## config.mk

```make
export PLATFORM = sky130hd
export DESIGN_NAME = cgra_cfg_mem_arbiter_flat
export DESIGN_NICKNAME = d
export VERILOG_FILES = /design/src/rtl/cgra_cfg_mem_arbiter_pkg.sv /design/src/rtl/cgra_cfg_mem_arbiter_if.sv /design/src/rtl/cgra_cfg_mem_arbiter_rr_picker.sv /design/src/rtl/cgra_cfg_mem_arbiter.sv /design/src/flat_wrapper.sv
export SDC_FILE = /design/constraint.sdc
export NUM_CORES = 1
export LEC_CHECK = 0
export ABC_AREA = 1
export BUFFER_PORTS_ARGS = -buffer_cell sky130_fd_sc_hd__buf_2
export CAP_MARGIN = 20
export CORE_AREA = 8 8 115 117
export DETAILED_ROUTE_END_ITERATION = 7
export DIE_AREA = 0 0 123 125
export PLACE_DENSITY = 0.74
export SYNTH_ARGS = -nofsm -noshare
export SYNTH_HDL_FRONTEND = slang
export SYNTH_HIERARCHICAL = 1
export SYNTH_SLANG_ARGS = --single-unit
```

## constraint.sdc

```tcl
create_clock -name clk -period 3.2 [get_ports clk]
set_input_delay 0.96 -clock clk [delete_from_list [all_inputs] [get_ports clk]]
set_output_delay 0.96 -clock clk [all_outputs]
set_load 0.05 [all_outputs]
```

## src/rtl/cgra_cfg_mem_arbiter_pkg.sv

```systemverilog
// Shared types and requester IDs for the CGRA config/spike SRAM arbiter.
package cgra_arb_pkg;

   // Arbiter FSM states
   typedef enum logic {
      ARB   = 1'b0,
      GRANT = 1'b1
   } arb_state_t;

   // Requester slot assignment
   localparam int unsigned REQ_HOST = 0;
   localparam int unsigned REQ_CFG  = 1;
   localparam int unsigned REQ_DMA  = 2;

endpackage

```

## src/rtl/cgra_cfg_mem_arbiter_if.sv

```systemverilog
// Requester-side bus of the CGRA SRAM arbiter: per-requester beats plus shared read return.
interface cgra_cfg_mem_arbiter_if #(
   parameter int unsigned NUM_REQ = 3,
   parameter int unsigned ADDR_W  = 16,
   parameter int unsigned DATA_W  = 32
) ();

   logic [NUM_REQ-1:0]        req_valid;
   logic [NUM_REQ-1:0]        req_we;
   logic [NUM_REQ-1:0]        req_last;
   logic [NUM_REQ*ADDR_W-1:0] req_addr;
   logic [NUM_REQ*DATA_W-1:0] req_wdata;
   logic [NUM_REQ-1:0]        req_ready;
   logic [NUM_REQ-1:0]        rsp_valid;
   logic [DATA_W-1:0]         rsp_rdata;

   // Requester side (cfg/DMA engines, CSR host)
   modport master (
      output req_valid, req_we, req_last, req_addr, req_wdata,
      input  req_ready, rsp_valid, rsp_rdata
   );

   // Arbiter side
   modport slave (
      input  req_valid, req_we, req_last, req_addr, req_wdata,
      output req_ready, rsp_valid, rsp_rdata
   );

endinterface

```

## src/rtl/cgra_cfg_mem_arbiter_rr_picker.sv

```systemverilog
// Rotating-priority encoder: first valid requester at or after ptr, cyclically.
module cgra_rr_picker #(
   parameter  int unsigned NUM_REQ = 3,
   localparam int unsigned GNT_W   = $clog2(NUM_REQ)
) (
   input  logic [NUM_REQ-1:0] valid,
   input  logic [GNT_W-1:0]   ptr,
   output logic [GNT_W-1:0]   winner,
   output logic               any
);

   int unsigned idx;

   // Scan NUM_REQ slots starting at ptr; the first hit wins
   always_comb begin
      winner = '0;
      any    = 1'b0;
      idx    = 0;
      for (int unsigned k = 0; k < NUM_REQ; k++) begin
         idx = (32'(ptr) + k) % NUM_REQ;
         if (!any && valid[GNT_W'(idx)]) begin
            any    = 1'b1;
            winner = GNT_W'(idx);
         end
      end
   end

endmodule

```

## src/rtl/cgra_cfg_mem_arbiter.sv

```systemverilog
// Single-port SRAM arbiter for the CGRA config/spike memory: round-robin,
// locked bursts capped at MAX_BURST beats, 1-cycle read return.
// Build option: CGRA_ARB_HOST_PRIO_EN gives requester 0 (CSR host) absolute
// priority in arbitration without moving the round-robin pointer.
module cgra_cfg_mem_arbiter
   import cgra_arb_pkg::*;
#(
   parameter  int unsigned NUM_REQ   = 3,
   parameter  int unsigned ADDR_W    = 16,
   parameter  int unsigned DATA_W    = 32,
   parameter  int unsigned MAX_BURST = 16,
   localparam int unsigned GNT_W     = $clog2(NUM_REQ)
) (
   input  logic                 clk,
   input  logic                 rst_n,
   cgra_cfg_mem_arbiter_if.slave bus,
   output logic                 mem_en,
   output logic                 mem_we,
   output logic [ADDR_W-1:0]    mem_addr,
   output logic [DATA_W-1:0]    mem_wdata,
   input  logic [DATA_W-1:0]    mem_rdata,
   output logic [GNT_W-1:0]     grant_id,
   output logic                 arb_busy,
   output logic [31:0]          perf_conflicts
);

   localparam int unsigned BEAT_W = (MAX_BURST > 1) ? $clog2(MAX_BURST) : 1;

   arb_state_t         state;
   logic [GNT_W-1:0]   rr_ptr;
   logic [BEAT_W-1:0]  beat_cnt;
   logic [GNT_W-1:0]   pick;
   logic               pick_any;
   logic [GNT_W-1:0]   winner;
   logic [GNT_W-1:0]   next_ptr;
   logic               in_grant;
   logic               own_valid;
   logic               hs;
   logic               release_now;

   cgra_rr_picker #(.NUM_REQ(NUM_REQ)) u_picker (
      .valid  (bus.req_valid),
      .ptr    (rr_ptr),
      .winner (pick),
      .any    (pick_any)
   );

   // Winner selection, optionally overridden by the host
   always_comb begin
`ifdef CGRA_ARB_HOST_PRIO_EN
      winner = bus.req_valid[REQ_HOST] ? GNT_W'(REQ_HOST) : pick;
`else
      winner = pick;
`endif
   end

   assign in_grant    = (state == GRANT);
   assign own_valid   = bus.req_valid[grant_id];
   assign hs          = in_grant && own_valid;
   assign release_now = in_grant &&
                        (!own_valid || bus.req_last[grant_id] ||
                         (beat_cnt == BEAT_W'(MAX_BURST - 1)));
   assign next_ptr    = (32'(grant_id) == NUM_REQ - 1) ? '0 : grant_id + 1'b1;
   assign arb_busy    = in_grant;

   // Owner's beat drives the SRAM; only the owner sees ready
   always_comb begin
      bus.req_ready           = '0;
      bus.req_ready[grant_id] = in_grant;
      mem_en    = hs;
      mem_we    = hs && bus.req_we[grant_id];
      mem_addr  = bus.req_addr[32'(grant_id) * ADDR_W +: ADDR_W];
      mem_wdata = bus.req_wdata[32'(grant_id) * DATA_W +: DATA_W];
   end

   // Read data is forwarded straight from the macro in the response cycle
   assign bus.rsp_rdata = (|bus.rsp_valid) ? mem_rdata : '0;

   // Arbitration FSM, burst counting, read-response tag and conflict counter
   always_ff @(posedge clk) begin
      if (!rst_n) begin
         state          <= ARB;
         rr_ptr         <= '0;
         grant_id       <= '0;
         beat_cnt       <= '0;
         perf_conflicts <= '0;
         bus.rsp_valid  <= '0;
      end else begin
         bus.rsp_valid <= '0;
         if (hs && !bus.req_we[grant_id]) begin
            bus.rsp_valid[grant_id] <= 1'b1;
         end
         unique case (state)
            ARB: begin
               if (($countones(bus.req_valid) >= 2) && (perf_conflicts != '1)) begin
                  perf_conflicts <= perf_conflicts + 32'd1;
               end
               if (pick_any) begin
                  grant_id <= winner;
                  beat_cnt <= '0;
                  state    <= GRANT;
               end
            end
            GRANT: begin
               if (hs) begin
                  beat_cnt <= beat_cnt + 1'b1;
               end
               if (release_now) begin
                  state    <= ARB;
                  beat_cnt <= '0;
`ifdef CGRA_ARB_HOST_PRIO_EN
                  if (grant_id != GNT_W'(REQ_HOST)) begin
                     rr_ptr <= next_ptr;
                  end
`else
                  rr_ptr <= next_ptr;
`endif
               end
            end
            default: state <= ARB;
         endcase
      end
   end

endmodule

```

## src/flat_wrapper.sv

```systemverilog
// flat-port wrapper written by rule: the top's interface ports become plain ports
module cgra_cfg_mem_arbiter_flat import cgra_arb_pkg::*;
#(
   parameter  int unsigned NUM_REQ   = 3,
   parameter  int unsigned ADDR_W    = 16,
   parameter  int unsigned DATA_W    = 32,
   parameter  int unsigned MAX_BURST = 16,
   localparam int unsigned GNT_W     = $clog2(NUM_REQ)
)
  (clk, rst_n, mem_en, mem_we, mem_addr, mem_wdata, mem_rdata, grant_id, arb_busy, perf_conflicts, bus_req_valid, bus_req_we, bus_req_last, bus_req_addr, bus_req_wdata, bus_req_ready, bus_rsp_valid, bus_rsp_rdata);
  cgra_cfg_mem_arbiter_if #(.NUM_REQ(NUM_REQ), .ADDR_W(ADDR_W), .DATA_W(DATA_W)) bus_i ();
  input  logic clk;
  input  logic rst_n;
  output logic mem_en;
  output logic mem_we;
  output logic [ADDR_W-1:0] mem_addr;
  output logic [DATA_W-1:0] mem_wdata;
  input  logic [DATA_W-1:0] mem_rdata;
  output logic [GNT_W-1:0] grant_id;
  output logic arb_busy;
  output logic [31:0] perf_conflicts;
  input wire logic [$bits(bus_i.req_valid)-1:0] bus_req_valid;
  input wire logic [$bits(bus_i.req_we)-1:0] bus_req_we;
  input wire logic [$bits(bus_i.req_last)-1:0] bus_req_last;
  input wire logic [$bits(bus_i.req_addr)-1:0] bus_req_addr;
  input wire logic [$bits(bus_i.req_wdata)-1:0] bus_req_wdata;
  output wire logic [$bits(bus_i.req_ready)-1:0] bus_req_ready;
  output wire logic [$bits(bus_i.rsp_valid)-1:0] bus_rsp_valid;
  output wire logic [$bits(bus_i.rsp_rdata)-1:0] bus_rsp_rdata;
  assign bus_i.req_valid = bus_req_valid;
  assign bus_i.req_we = bus_req_we;
  assign bus_i.req_last = bus_req_last;
  assign bus_i.req_addr = bus_req_addr;
  assign bus_i.req_wdata = bus_req_wdata;
  assign bus_req_ready = bus_i.req_ready;
  assign bus_rsp_valid = bus_i.rsp_valid;
  assign bus_rsp_rdata = bus_i.rsp_rdata;
  cgra_cfg_mem_arbiter #(.NUM_REQ(NUM_REQ), .ADDR_W(ADDR_W), .DATA_W(DATA_W), .MAX_BURST(MAX_BURST)) u_core (.clk(clk), .rst_n(rst_n), .bus(bus_i), .mem_en(mem_en), .mem_we(mem_we), .mem_addr(mem_addr), .mem_wdata(mem_wdata), .mem_rdata(mem_rdata), .grant_id(grant_id), .arb_busy(arb_busy), .perf_conflicts(perf_conflicts));
endmodule
```

==> results of run 1 <==
==> sequential cells by signal, indices dropped and copies added, names as in the netlist <==
| register | cells |
|---|---|
| u_core/bus.rsp_valid | 3 |
| u_core/rr_ptr | 2 |
| u_core/grant_id | 2 |
| u_core/perf_conflicts | 32 |
| u_core/arb_busy | 1 |
| u_core/beat_cnt | 4 |
==> stage by stage <==
step                      total power (uW)  util, %  std cells  worst slack (ns)
after global routing                  4410     51.8       1208             0.182
final                                 4200     51.8       1208             0.273
after detailed placement              3620     50.3       1200             0.392
after CTS                             4230     51.8       1208             0.267
after global placement                3620     50.3       1200             0.388
after floorplan                       2730        -        763             0.236
==> synth_stat cells <==
cell type,number
buf_2,4
buf_12,1
nor2_4,3
buf_1,2
nand2_2,11
ha_1,6
nand3_4,1
a22o_1,1
dfxtp_1,44
or2_1,1
buf_4,1
buf_8,2
nand3b_1,8
and2_1,1
nor2_2,6
a21oi_1,22
xor2_1,6
clkbuf_1,16
nand2_1,308
xnor2_1,8
nand2_4,3
inv_4,1
nand3_1,86
nand4_1,6
nor2_8,1
a21oi_2,12
nor3_1,4
inv_2,4
a31oi_1,1
o21ai_0,10
inv_1,74
buf_6,2
nor2_1,107
==> power by group <==
| part | switching [uW] | internal, uW | total [uW] |
|---|---|---|---|
| logic | 2280 | 671 | 2960 |
| registers | 46.3 | 584 | 630 |
| clock network | 221 | 391 | 612 |
| total | 2550 | 1650 | 4200 |
==> cell families (layout without fill, tap and decap cells) <==
group / Yosys count / in the layout / synth area share [%]
buf+inv: 107 / 405 / 11.2
xor+xnor: 14 / 14 / 2.95
compound gates: 46 / 46 / 6.75
simple gates: 546 / 546 / 56.1
flops: 44 / 44 / 21.2
fa+ha+maj: 6 / 6 / 1.81
==> critical path: cells and delay by family (launching register included) <==
family	cells	cell delay (ns)
AND/OR/NAND/NOR	3	0.52
buffers and inverters	3	0.68
flip-flops	1	0.46
==> how the worst max path moves through the flow <==
stage | to | start | cells after the start
after floorplan | mem_wdata[21] | u_core/grant_id[0] | 6
after global placement | mem_en | bus_req_valid[0] | 6
after detailed placement | mem_en | bus_req_valid[1] | 6
after CTS | mem_wdata[13] | u_core/grant_id[0] | 6
after global routing | mem_wdata[13] | u_core/grant_id[1] | 6
final | mem_wdata[13] | u_core/grant_id[0] | 6
==> cell type report <==
| type | count | share of cell area [%] |
|---|---|---|
| Clock inverter | 2 | 0.645 |
| Clock buffer | 6 | 2.31 |
| Tap cell | 147 | 3.06 |
| Sequential cell | 44 | 14.6 |
| Multi-Input combinational cell | 612 | 47.1 |
| Timing Repair Buffer | 318 | 27.2 |
| Inverter | 79 | 4.97 |
==> routing by layer <==
layer	track usage, %	part of all wire, %	up-vias
met5	0	0	-
met4	9.14	3.6	0
met3	4.95	6.9	26
met2	45.6	51	240
met1	27.0	38	2603
li1	-	-	2956
==> cells in the final DEF, fill, tap and decap left out, drive strengths merged <==
cell,instances
buf,318
o21ai,10
dfxtp,44
bufinv,1
or2,1
nand3b,8
a22o,1
ha,6
clkbuf,6
inv,79
nor2,117
nand3,87
a31oi,1
nand4,6
xor2,6
clkinv,1
a21oi,34
xnor2,8
nand2,322
nor3,4
and2,1
==> metrics.yaml, run 1 <==
status:
  outcome: "complete, no violations"
floorplan:
  start_util_pct: 35.8
  num_rows: 40
  dieArea_um2: 15400
  core_um2: 11600
  fp.dieH_um: 125
  ios: 310
  die_w_um: 123
route:
  wl_per_cell_um: 16.6
  drcViolationCount: 0
  vias: 5825
  ant_nets: 0
  drt-initial-drc-count: 359
  first_pass_iters: 5
  routed_wl_mm: 20.0
  via_per_inst: 4.82
timing:
  rsz0062_at_grt: "false"
  maxSlewHeadroom_pct: 56.0
  max_freq_ghz: 0.342
  holdWs_ns: 0.472
  fin_crit_ns: 2.93
  tns_ns: 0
  slew_violations: 0
  final.period_utilization_pct: 91.5
  setup_viol: 0
  worstMarginPinSlew_ns: 0.659
  skew_ns: 0.00918
  final_hold_viol_count: 0
place:
  place_hpwl_mm: 17.0
  io_buffers: 309
  postPlaceCellArea_um2: 5840
  routabilityCongestion: 0.935
yosys:
  yosysWarningCount: 6
  synth_nets: 956
  synth-seq-area-share_pct: 21.2
  yosysTopAreaCellShare_pct: 27.8
  ys_ff_latch: 44
  synth_area_um2: 4160
  synth_top_area_cell: "nand2_1"
  synthCells: 763
  avgSynthCellArea_um2: 5.45
  ys_types: 33
  synth_area_leaders: "nand2_1 (28%), dfxtp_1 (21%), nand3_1 (10%)"
finish:
  post-route-cell-area_um2: 6020
  multi_input_area_um2: 2840
  diodes: 0
  area_delta_synth_final_pct: 44.8
  fill_cells: 1242
  nets: 1253
  register_area_um2: 881
  drive_gt1_share_pct: 35.1
clock_tree:
  cts_buffer_depth: 2
  ctsHtreeMaxLevel: 2
  clk_latency_ns: 0.29
  post_cts_buffers: 0
  cts_buffers: 5
  cts.clk_slew.worst_paths_ns: 0.07
  root_buffer: "clkbuf_16"
  postCtsHoldBufs: 0
  cts_tree: "built"
  clock_sinks: 44
  cts_resized: 0
critical_path:
  r2r-end: "u_core/perf_conflicts[29]"
  slowest_delay_ns: 0.46
  r2r_slack_ns: 0.80
  r2r.worst_path.cells: 10
  critPathRequiredTime_ns: 2.24
  crit_chain: "inv_1, nor2_4, buf_12, nand2_1, nand3_1, buf_2"
  crit_type: "register to output port"
  cp.arrival_ns: 1.97
  start_kind: "register"
  critPathMaxFanout: 40
  critical-path-slowest-cell: "dfxtp_1"
  r2r-start: "u_core/perf_conflicts[0]"
  endpoint_kind: "output port"
min_path:
  hold_start: "u_core/beat_cnt[3]"
  hold_depth: 2
  hold_end: "u_core/beat_cnt[3]"
  hp-class: "register to register"
global_routing:
  antenna_found_initial: 0
  grt-ovfl-total: 0
  grt_pass1_vias: 5455
  track_usage_pct: 24.8
  grt_max_degree: 41
  grt_first_pass_wirelength_mm: 30.0
pwr:
  irDropWorstVdd_mv: 0.729
  leakagePower_uw: 0.00327
  p_per_area_nw_per_um2: 698
job:
  cap_violations: 0
Power figures use the tool's default switching activity.
==> inputs of run 2 (changes only) <==
--- a/config.mk
+++ b/config.mk
@@ -12,6 +12,7 @@
 export DETAILED_ROUTE_END_ITERATION = 7
 export DIE_AREA = 0 0 123 125
 export PLACE_DENSITY = 0.74
+export RECOVER_POWER = 100
 export SYNTH_ARGS = -nofsm -noshare
 export SYNTH_HDL_FRONTEND = slang
 export SYNTH_HIERARCHICAL = 1
==> metrics.yaml, run 2 (synthesis gave the netlist of run 1 again) <==
pwr:
  irDropWorstVdd_mv: 0.727  # -0.32%
  p_per_area_nw_per_um2: 708  # +1.4%
  fin_total_pwr_uw: 4160  # -0.82%
  leakagePower_uw: 0.00293  # -11%
global_routing:
  grt_pass1_vias: 5455  # unchanged
  track_usage_pct: 24.8  # unchanged
  grt_max_degree: 41  # unchanged
  grt-ovfl-total: 0  # unchanged
  grt_first_pass_wirelength_mm: 30.0  # unchanged
  antenna_found_initial: 0  # unchanged
route:
  drcViolationCount: 0  # unchanged
  routed_wl_mm: 20.2  # +0.91%
  wl_per_cell_um: 16.7  # +0.91%
  vias: 5854  # +0.50%
  drt-initial-drc-count: 386  # +7.5%
  ant_nets: 0  # unchanged
  via_per_inst: 4.85  # +0.50%
  first_pass_iters: 6  # +1
timing:
  skew_ns: 0.00926  # +0.0000824 ns
  setup_viol: 0  # unchanged
  worstMarginPinSlew_ns: 0.906  # +0.246 ns
  fin_crit_ns: 3.02  # +0.0921 ns
  max_freq_ghz: 0.331  # -3.0%
  holdWs_ns: 0.473  # +0.000847 ns
  final_hold_viol_count: 0  # unchanged
  maxSlewHeadroom_pct: 39.6  # -16 points
  tns_ns: 0  # unchanged
  final.period_utilization_pct: 94.3  # +2.9 points
  rsz0062_at_grt: "false"
  slew_violations: 0  # unchanged
job:
  cap_violations: 0  # unchanged
clock_tree:
  postCtsHoldBufs: 0  # unchanged
  cts_buffer_depth: 2  # unchanged
  post_cts_buffers: 0  # unchanged
  clk_latency_ns: 0.29  # about the same
  ctsHtreeMaxLevel: 2  # unchanged
  cts_tree: "built"
  root_buffer: "clkbuf_16"
  clock_sinks: 44  # unchanged
  cts_resized: 0  # unchanged
  cts.clk_slew.worst_paths_ns: 0.07  # about the same
  cts_buffers: 5  # unchanged
finish:
  nets: 1253  # unchanged
  diodes: 0  # unchanged
  area_delta_synth_final_pct: 41.6
  mostFrequentLayoutCell: "nand2_1"
  drive_gt1_share_pct: 26.7  # -8.4 points
  final_cell_mix: "nand2_1 (308), buf_2 (189), nor2_1 (104)"
  largest_reg_flops: 32  # unchanged
  regMostFlops: "u_core/perf_conflicts"
  reg_top3: "u_core/perf_conflicts: 32 flops, u_core/beat_cnt: 4 flops, u_core/bus.rsp_valid: 3 flops"
place:
  io_buffers: 309  # unchanged
  place_hpwl_mm: 17.0  # unchanged
  routabilityCongestion: 0.935  # unchanged
critical_path:
  endpoint_kind: "output port"
  critPathRequiredTime_ns: 2.24  # about the same
  crit_type: "register to output port"
  critPathMaxFanout: 40  # unchanged
  start_kind: "register"
  cp.arrival_ns: 2.06  # +0.09 ns
floorplan:
  fp.dieH_um: 125  # unchanged
  num_rows: 40  # unchanged
  dieArea_um2: 15400  # unchanged
  ios: 310  # unchanged
  die_w_um: 123  # unchanged
  start_util_pct: 35.8  # unchanged
  core_um2: 11600  # unchanged
min_path:
  hp-class: "register to register"
status:
  outcome: "complete, no violations"
run 2: changes by cell type in the layout (fill, tap and decap cells not counted), moves of 2 or more:
cell / change
buf_2: -120
clkbuf_1: +84
clkbuf_2: +38
a21oi_1: +3
a21oi_2: -3
buf_4: -2
inv_1: +2
inv_2: -2
run 2: worst paths after layout:
kind | startpoint | endpoint | slack (ns) | cells past startpoint
worst min register to register | u_core/beat_cnt[3] | u_core/beat_cnt[3] | 0.47 | 2
worst min-delay path | u_core/beat_cnt[3] | u_core/beat_cnt[3] | 0.47 | 2
worst max-delay path | u_core/grant_id[0] | mem_wdata[6] | 0.18 | 6
worst max register to register | u_core/perf_conflicts[0] | u_core/perf_conflicts[27] | 0.31 | 10
run 2: report_power, final:
part / internal, uW / total, uW / switching (uW)
sequential: 584 / 631 / 46.8
clock: 391 / 611 / 220
combinational: 622 / 2920 / 2300
total: 1600 / 4160 / 2570
run 2: final cells by class:
class                      instances  area [um^2]
fill                            1304         5730
multi-input combinational        612         2810
timing repair buffer             318         1530
sequential                        44          881
inverter                          79          299
tap                              147          184
clock buffer                       6          139
clock inverter                     2         38.8
run 2: metrics by stage:
stage                     cell area [um^2]  worst slack, ns  util (%)  cells
after global routing                  5880           0.0914      50.7   1208
after floorplan                       4160            0.236         -    763
after CTS                             6020            0.267      51.8   1208
after detailed placement              5840            0.392      50.3   1200
after global placement                5840            0.388      50.3   1200
final                                 5880            0.181      50.7   1208
run 2: per-layer routing:
metal | vias up | GRT usage [%] | routed length, um
met5 | - | 0 | 0
li1 | 2951 | - | -
met3 | 28 | 4.95 | 1340
met2 | 248 | 45.6 | 10400
met1 | 2627 | 27.0 | 7820
met4 | 0 | 9.14 | 680
run 2: critical path: stages, from the launching register on:
cell and delay (ns):
dfxtp_1 0.46, inv_1 0.13, nor2_4 0.26, buf_12 0.24
nand2_1 0.08, nand3_1 0.09, clkbuf_1 0.49
